===== src/rtl/irq_ctrl.sv =====
// Interrupt controller: per-source sync, edge/level latching, masking and fixed priority
// behind a 4-word register file. Define IRQ_NESTING_EN to allow higher-priority preemption.
module irq_ctrl #(
  parameter int N_SRC       = 6,
  parameter int SYNC_STAGES = 2
) (
  input  logic             clk,
  input  logic             reset,
  input  logic [N_SRC-1:0] src,
  input  logic [1:0]       addr,
  input  logic             we,
  input  logic [31:0]      din,
  output logic [31:0]      dout,
  output logic             irq_out,
  output logic [2:0]       irq_id,
  input  logic             int_ack
);

  typedef enum logic [1:0] {IDLE, REQ, SVC} state_t;

  localparam logic [1:0] A_PEND = 2'd0;
  localparam logic [1:0] A_MASK = 2'd1;
  localparam logic [1:0] A_MODE = 2'd2;
  localparam logic [1:0] A_ISR  = 2'd3;

`ifdef IRQ_NESTING_EN
  localparam bit NEST_EN = 1'b1;
`else
  localparam bit NEST_EN = 1'b0;
`endif

  state_t           state_q, state_d;
  logic [N_SRC-1:0] pend_q, pend_d;
  logic [N_SRC-1:0] mask_q, mask_d;
  logic [N_SRC-1:0] mode_q, mode_d;
  logic [N_SRC-1:0] isr_q, isr_d;
  logic [N_SRC-1:0] s_prev_q;
  logic [N_SRC-1:0] s;
  logic [N_SRC-1:0] edge_clr;
  logic             irq_out_q, irq_out_d;
  logic [2:0]       irq_id_q, irq_id_d;
  logic             cand_vld;
  logic [2:0]       cand;
  logic [2:0]       isr_top;
  logic             eligible;
  logic             eoi;
  logic             unused_din;

  generate
    if (SYNC_STAGES == 0) begin : g_nosync
      assign s = src;
    end else begin : g_sync
      logic [N_SRC-1:0] sync_q [SYNC_STAGES];
      always_ff @(posedge clk or negedge reset) begin
        if (!reset) begin
          for (int i = 0; i < SYNC_STAGES; i++) sync_q[i] <= '0;
        end else begin
          sync_q[0] <= src;
          for (int i = 1; i < SYNC_STAGES; i++) sync_q[i] <= sync_q[i-1];
        end
      end
      assign s = sync_q[SYNC_STAGES-1];
    end
  endgenerate

  assign unused_din = ^din[31:N_SRC];

  // Highest-index pending+enabled source wins; highest in-service bit is the EOI target.
  always_comb begin
    cand_vld = 1'b0;
    cand     = '0;
    isr_top  = '0;
    for (int i = 0; i < N_SRC; i++) begin
      if (pend_q[i] && mask_q[i]) begin
        cand_vld = 1'b1;
        cand     = 3'(i);
      end
      if (isr_q[i]) isr_top = 3'(i);
    end
  end

  assign eligible = cand_vld && ((isr_q == '0) || (NEST_EN && (cand > isr_top)));
  assign eoi      = we && (addr == A_ISR) && (isr_q != '0);

  always_comb begin
    state_d   = state_q;
    irq_out_d = irq_out_q;
    irq_id_d  = irq_id_q;
    isr_d     = isr_q;
    mask_d    = (we && addr == A_MASK) ? din[N_SRC-1:0] : mask_q;
    mode_d    = (we && addr == A_MODE) ? din[N_SRC-1:0] : mode_q;
    edge_clr  = (we && addr == A_PEND) ? din[N_SRC-1:0] : '0;
    if (eoi) isr_d[isr_top] = 1'b0;

    case (state_q)
      IDLE: begin
        if (eligible) begin
          state_d   = REQ;
          irq_out_d = 1'b1;
          irq_id_d  = cand;
        end
      end
      REQ: begin
        // Ack acts on the ID the CPU saw, i.e. the registered one.
        if (int_ack) begin
          state_d            = SVC;
          irq_out_d          = 1'b0;
          isr_d[irq_id_q]    = 1'b1;
          edge_clr[irq_id_q] = 1'b1;
        end else if (!eligible) begin
          state_d   = (isr_q == '0) ? IDLE : SVC;
          irq_out_d = 1'b0;
        end else begin
          irq_id_d = cand;
        end
      end
      SVC: begin
        irq_out_d = 1'b0;
        if (NEST_EN && eligible && !eoi) begin
          state_d   = REQ;
          irq_out_d = 1'b1;
          irq_id_d  = cand;
        end else if (isr_d == '0) begin
          state_d = IDLE;
        end
      end
      default: begin
        state_d   = IDLE;
        irq_out_d = 1'b0;
      end
    endcase

    // Edge bits: rising edge sets and outranks any clear; level bits follow s.
    pend_d = (mode_q & ((pend_q & ~edge_clr) | (s & ~s_prev_q))) | (~mode_q & s);
  end

  always_ff @(posedge clk or negedge reset) begin
    if (!reset) begin
      state_q   <= IDLE;
      pend_q    <= '0;
      mask_q    <= '0;
      mode_q    <= '0;
      isr_q     <= '0;
      s_prev_q  <= '0;
      irq_out_q <= 1'b0;
      irq_id_q  <= '0;
    end else begin
      state_q   <= state_d;
      pend_q    <= pend_d;
      mask_q    <= mask_d;
      mode_q    <= mode_d;
      isr_q     <= isr_d;
      s_prev_q  <= s;
      irq_out_q <= irq_out_d;
      irq_id_q  <= irq_id_d;
    end
  end

  always_comb begin
    dout = '0;
    case (addr)
      A_PEND:  dout[N_SRC-1:0] = pend_q;
      A_MASK:  dout[N_SRC-1:0] = mask_q;
      A_MODE:  dout[N_SRC-1:0] = mode_q;
      default: dout[N_SRC-1:0] = isr_q;
    endcase
  end

  assign irq_out = irq_out_q;
  assign irq_id  = irq_id_q;

endmodule


===== config.mk =====
export PLATFORM = sky130hd
export DESIGN_NAME = irq_ctrl
export DESIGN_NICKNAME = d
export VERILOG_FILES = /design/src/rtl/irq_ctrl.sv
export SDC_FILE = /design/constraint.sdc
export NUM_CORES = 1
export LEC_CHECK = 0
export BUFFER_PORTS_ARGS = -buffer_cell sky130_fd_sc_hd__buf_4
export CORE_MARGIN = 3
export CORE_UTILIZATION = 53
export CTS_CLUSTER_DIAMETER = 150
export DETAILED_ROUTE_END_ITERATION = 8
export HOLD_SLACK_MARGIN = 0.08
export PLACE_DENSITY_LB_ADDON = 0.12
export SYNTH_ARGS = -nofsm -noshare
export SYNTH_HDL_FRONTEND = slang
export SYNTH_SLANG_ARGS = --single-unit

===== constraint.sdc =====
create_clock -name clk -period 2.4 [get_ports clk]
set_input_delay 0.48 -clock clk [delete_from_list [all_inputs] [get_ports clk]]
set_output_delay 0.48 -clock clk [all_outputs]
set_load 0.02 [all_outputs]

==> qor.csv <==
stage,metric,value,unit
global_route,grt_use_total,17.7,%
global_route,grt_max_degree,49,
clock_network,path_clk_slew,0.08,ns
sta,rsz0062_at_grt,no,
yosys,seq_area_frac_synth,53.7,%
yosys,ys_top_cells_by_area,"dfrtp_1, buf_4, mux2_1",
sta,fin_crit_sh,79.8,%
pwr,p_leak,1.20,nW
floorplan,core,3850,µm²
placed_design,dp_hpwl,3.05,mm
yosys,synth_area_per_cell,12.1,µm²
clock_network,worstSkewPairLatency,0.30,ns
worst_setup_path,critPathMaxFanout,7,
routing,vias,1421,
clock_network,cts_resized,0,
global_route,overflow,0,
sta,final.setup.worst_slack,0.486,ns
clock_network,cts_max_level,2,
sta,skew,0.00604,ns
yosys,synth-seq-cells,48,
finish,antenna_cells,0,
finish,area_delta_synth_final,11.7,%
yosys,synthesis.instances,185,
worst_setup_path,cp-start-kind,flip-flop,
yosys,synth-edff-count,0,
finish,multi_input_area,903,µm²
clock_network,tritoncts,yes,
worst_setup_path,end_kind,output port,
sta,slew_headroom,61.2,%
finish,mostFrequentLayoutCell,dfrtp_1,
yosys,syn_area,2240,µm²
routing,drc_errors,0,
sta,tightest_slew,0.582,ns
clock_network,cts_buffers,5,
floorplan,rows,22,
sta,max_freq,522,MHz
routing,drt_iter0_drc,168,
flow_run,drv_cap,0,
global_route,grt_pass1_vias,1404,
finish,mostFrequentLayoutCells,"dfrtp_1, nand2_1, buf_4",
clock_network,cts-root-buf,clkbuf_8,
clock_network,cts-hold-fix-buffers,0,
finish,final_nets,259,
sta,setup_viol,0,
floorplan,ios,80,
clock_network,post_cts_buffers,0,
sta,finalCriticalPeriod,1.91,ns
worst_setup_path,path_class,reg2out,
placed_design,io_buffer_count,27,
yosys,yosysTopAreaCell,dfrtp_1,
clock_network,clkSinkCount,48,
global_route,antenna_found_initial,0,
placed_design,pre_cts_ws,0.534,ns
floorplan,die_h,71.0,µm
yosys,yosys_warnings,0,
routing,drt-total-wl,4.11,mm
floorplan,start_util,58.1,%
finish,regArea,1200,µm²
sta,setup_tns,0,ns
worst_setup_path,cp.arrival,1.43,ns
worst_setup_path,cp.required,1.92,ns
hold_path,hp-class,in2async,
routing,final_antenna_net_count,0,
global_route,grt_pass1_wl,6.88,mm
pwr,vdd_drop_max,0.000688,V
sta,drv_slew,0,
pwr,power.density,1010,nW/µm²
floorplan,die_area,5040,µm²
yosys,ys_types,34,
clock_network,cts_buffer_depth,2,
yosys,synthArstFlopShare,100,%
finish,n_fill_cell,300,
floorplan,die_x,71.0,µm
sta,finalHoldViolCount,0,
placed_design,place_congestion,0.766,
routing,first_pass_iters,4,
yosys,ys.flop_type,dfrtp_1,
yosys,synth_top_cell_area_share,53.7,%
outcome,outcome,completed,
routing,routedWlPerCell,15.6,µm
routing,routed_via_density,5.38,
finish,drive_gt1_share,22.7,%
-- where the power goes --
group / total (mW) / switching (mW) / leakage, nW / internal [mW]
clock network: 0.609 / 0.268 / 0.0614 / 0.341
logic: 0.779 / 0.393 / 0.561 / 0.385
registers: 1.15 / 0.184 / 0.577 / 0.965
total: 2.54 / 0.845 / 1.20 / 1.69
-- cell families (layout without fill, tap and decap cells) --
group | after synthesis | after routing | share of synthesized area (%)
multiplexers | 21 | 21 | 14.1
flip-flops | 48 | 48 | 53.7
AND/OR/NAND/NOR | 55 | 55 | 12.5
AO/OA/AOI/OAI | 28 | 28 | 9.39
buffers and inverters | 32 | 38 | 10.2
other | 1 | 26 | 0.168
-- synthesized netlist by cell type (2+ instances only) --
cell      number
a21oi_1        8
a22o_1         8
a31oi_1        2
and3_1         2
buf_2          2
buf_4         26
dfrtp_1       48
inv_1          3
mux2_1        12
mux2_4         3
mux4_2         6
nand2_1       31
nand3_1        4
nand3b_1       2
nor2_1         6
nor3b_1        3
o21ai_0        2
-- metal layers --
layer,wire length (µm),track usage (%)
met4,19,5.01
met1,1830,24.0
met2,2000,27.7
met5,0,0
met3,264,5.54
-- final cells by class --
| cell class | count | share of cell area, % |
|---|---|---|
| multi-input cells | 130 | 36.1 |
| flip-flops and latches | 48 | 48.0 |
| clock buffers | 6 | 3.30 |
| well taps | 48 | 2.40 |
| clock inverters | 2 | 1.55 |
| repair buffers | 27 | 8.11 |
| inverters | 3 | 0.450 |
-- sequential cells by signal (all words and copies together), names as in the netlist --
| register | cells |
|---|---|
| g_sync.sync_q | 6 |
| irq_id | 3 |
| irq_out | 1 |
| isr_q | 6 |
| mask_q | 6 |
| mode_q | 6 |
| pend_q | 6 |
| s | 6 |
| s_prev_q | 6 |
| state_q | 2 |
-- through the flow --
step | total power, mW | util, % | cell area, µm² | instances | hold slack, ns
after floorplan | 1.74 | - | 2330 | 210 | 0.184
final | 2.54 | 64.9 | 2500 | 264 | 0.179
after CTS | 2.56 | 64.9 | 2500 | 264 | 0.192
after global routing | 2.68 | 64.9 | 2500 | 264 | 0.215
after detailed placement | 1.94 | 61.7 | 2380 | 256 | 0.339
after global placement | 1.90 | 61.7 | 2380 | 256 | 0.334
-- critical path, cell delays in order (launching register included) --
cell	delay [ns]
dfrtp_1	0.46
mux4_2	0.50
buf_4	0.17
-- final timing paths --
path	slack, ns	startpoint	to	cells past startpoint
max in group asynchronous	1.83	reset	s[5]$_DFF_PN0_	1
min in group clk	0.28	src[1]	g_sync.sync_q[7]$_DFF_PN0_	1
max reg2reg	0.62	isr_q[2]$_DFF_PN0_	irq_id[2]$_DFFE_PN0P_	3
min reg2reg	0.36	g_sync.sync_q[10]$_DFF_PN0_	s[4]$_DFF_PN0_	0
max	0.49	isr_q[5]$_DFF_PN0_	dout[5]	2
min	0.18	reset	irq_out$_DFFE_PN0P_	1
(Power assumes the default switching activity.)
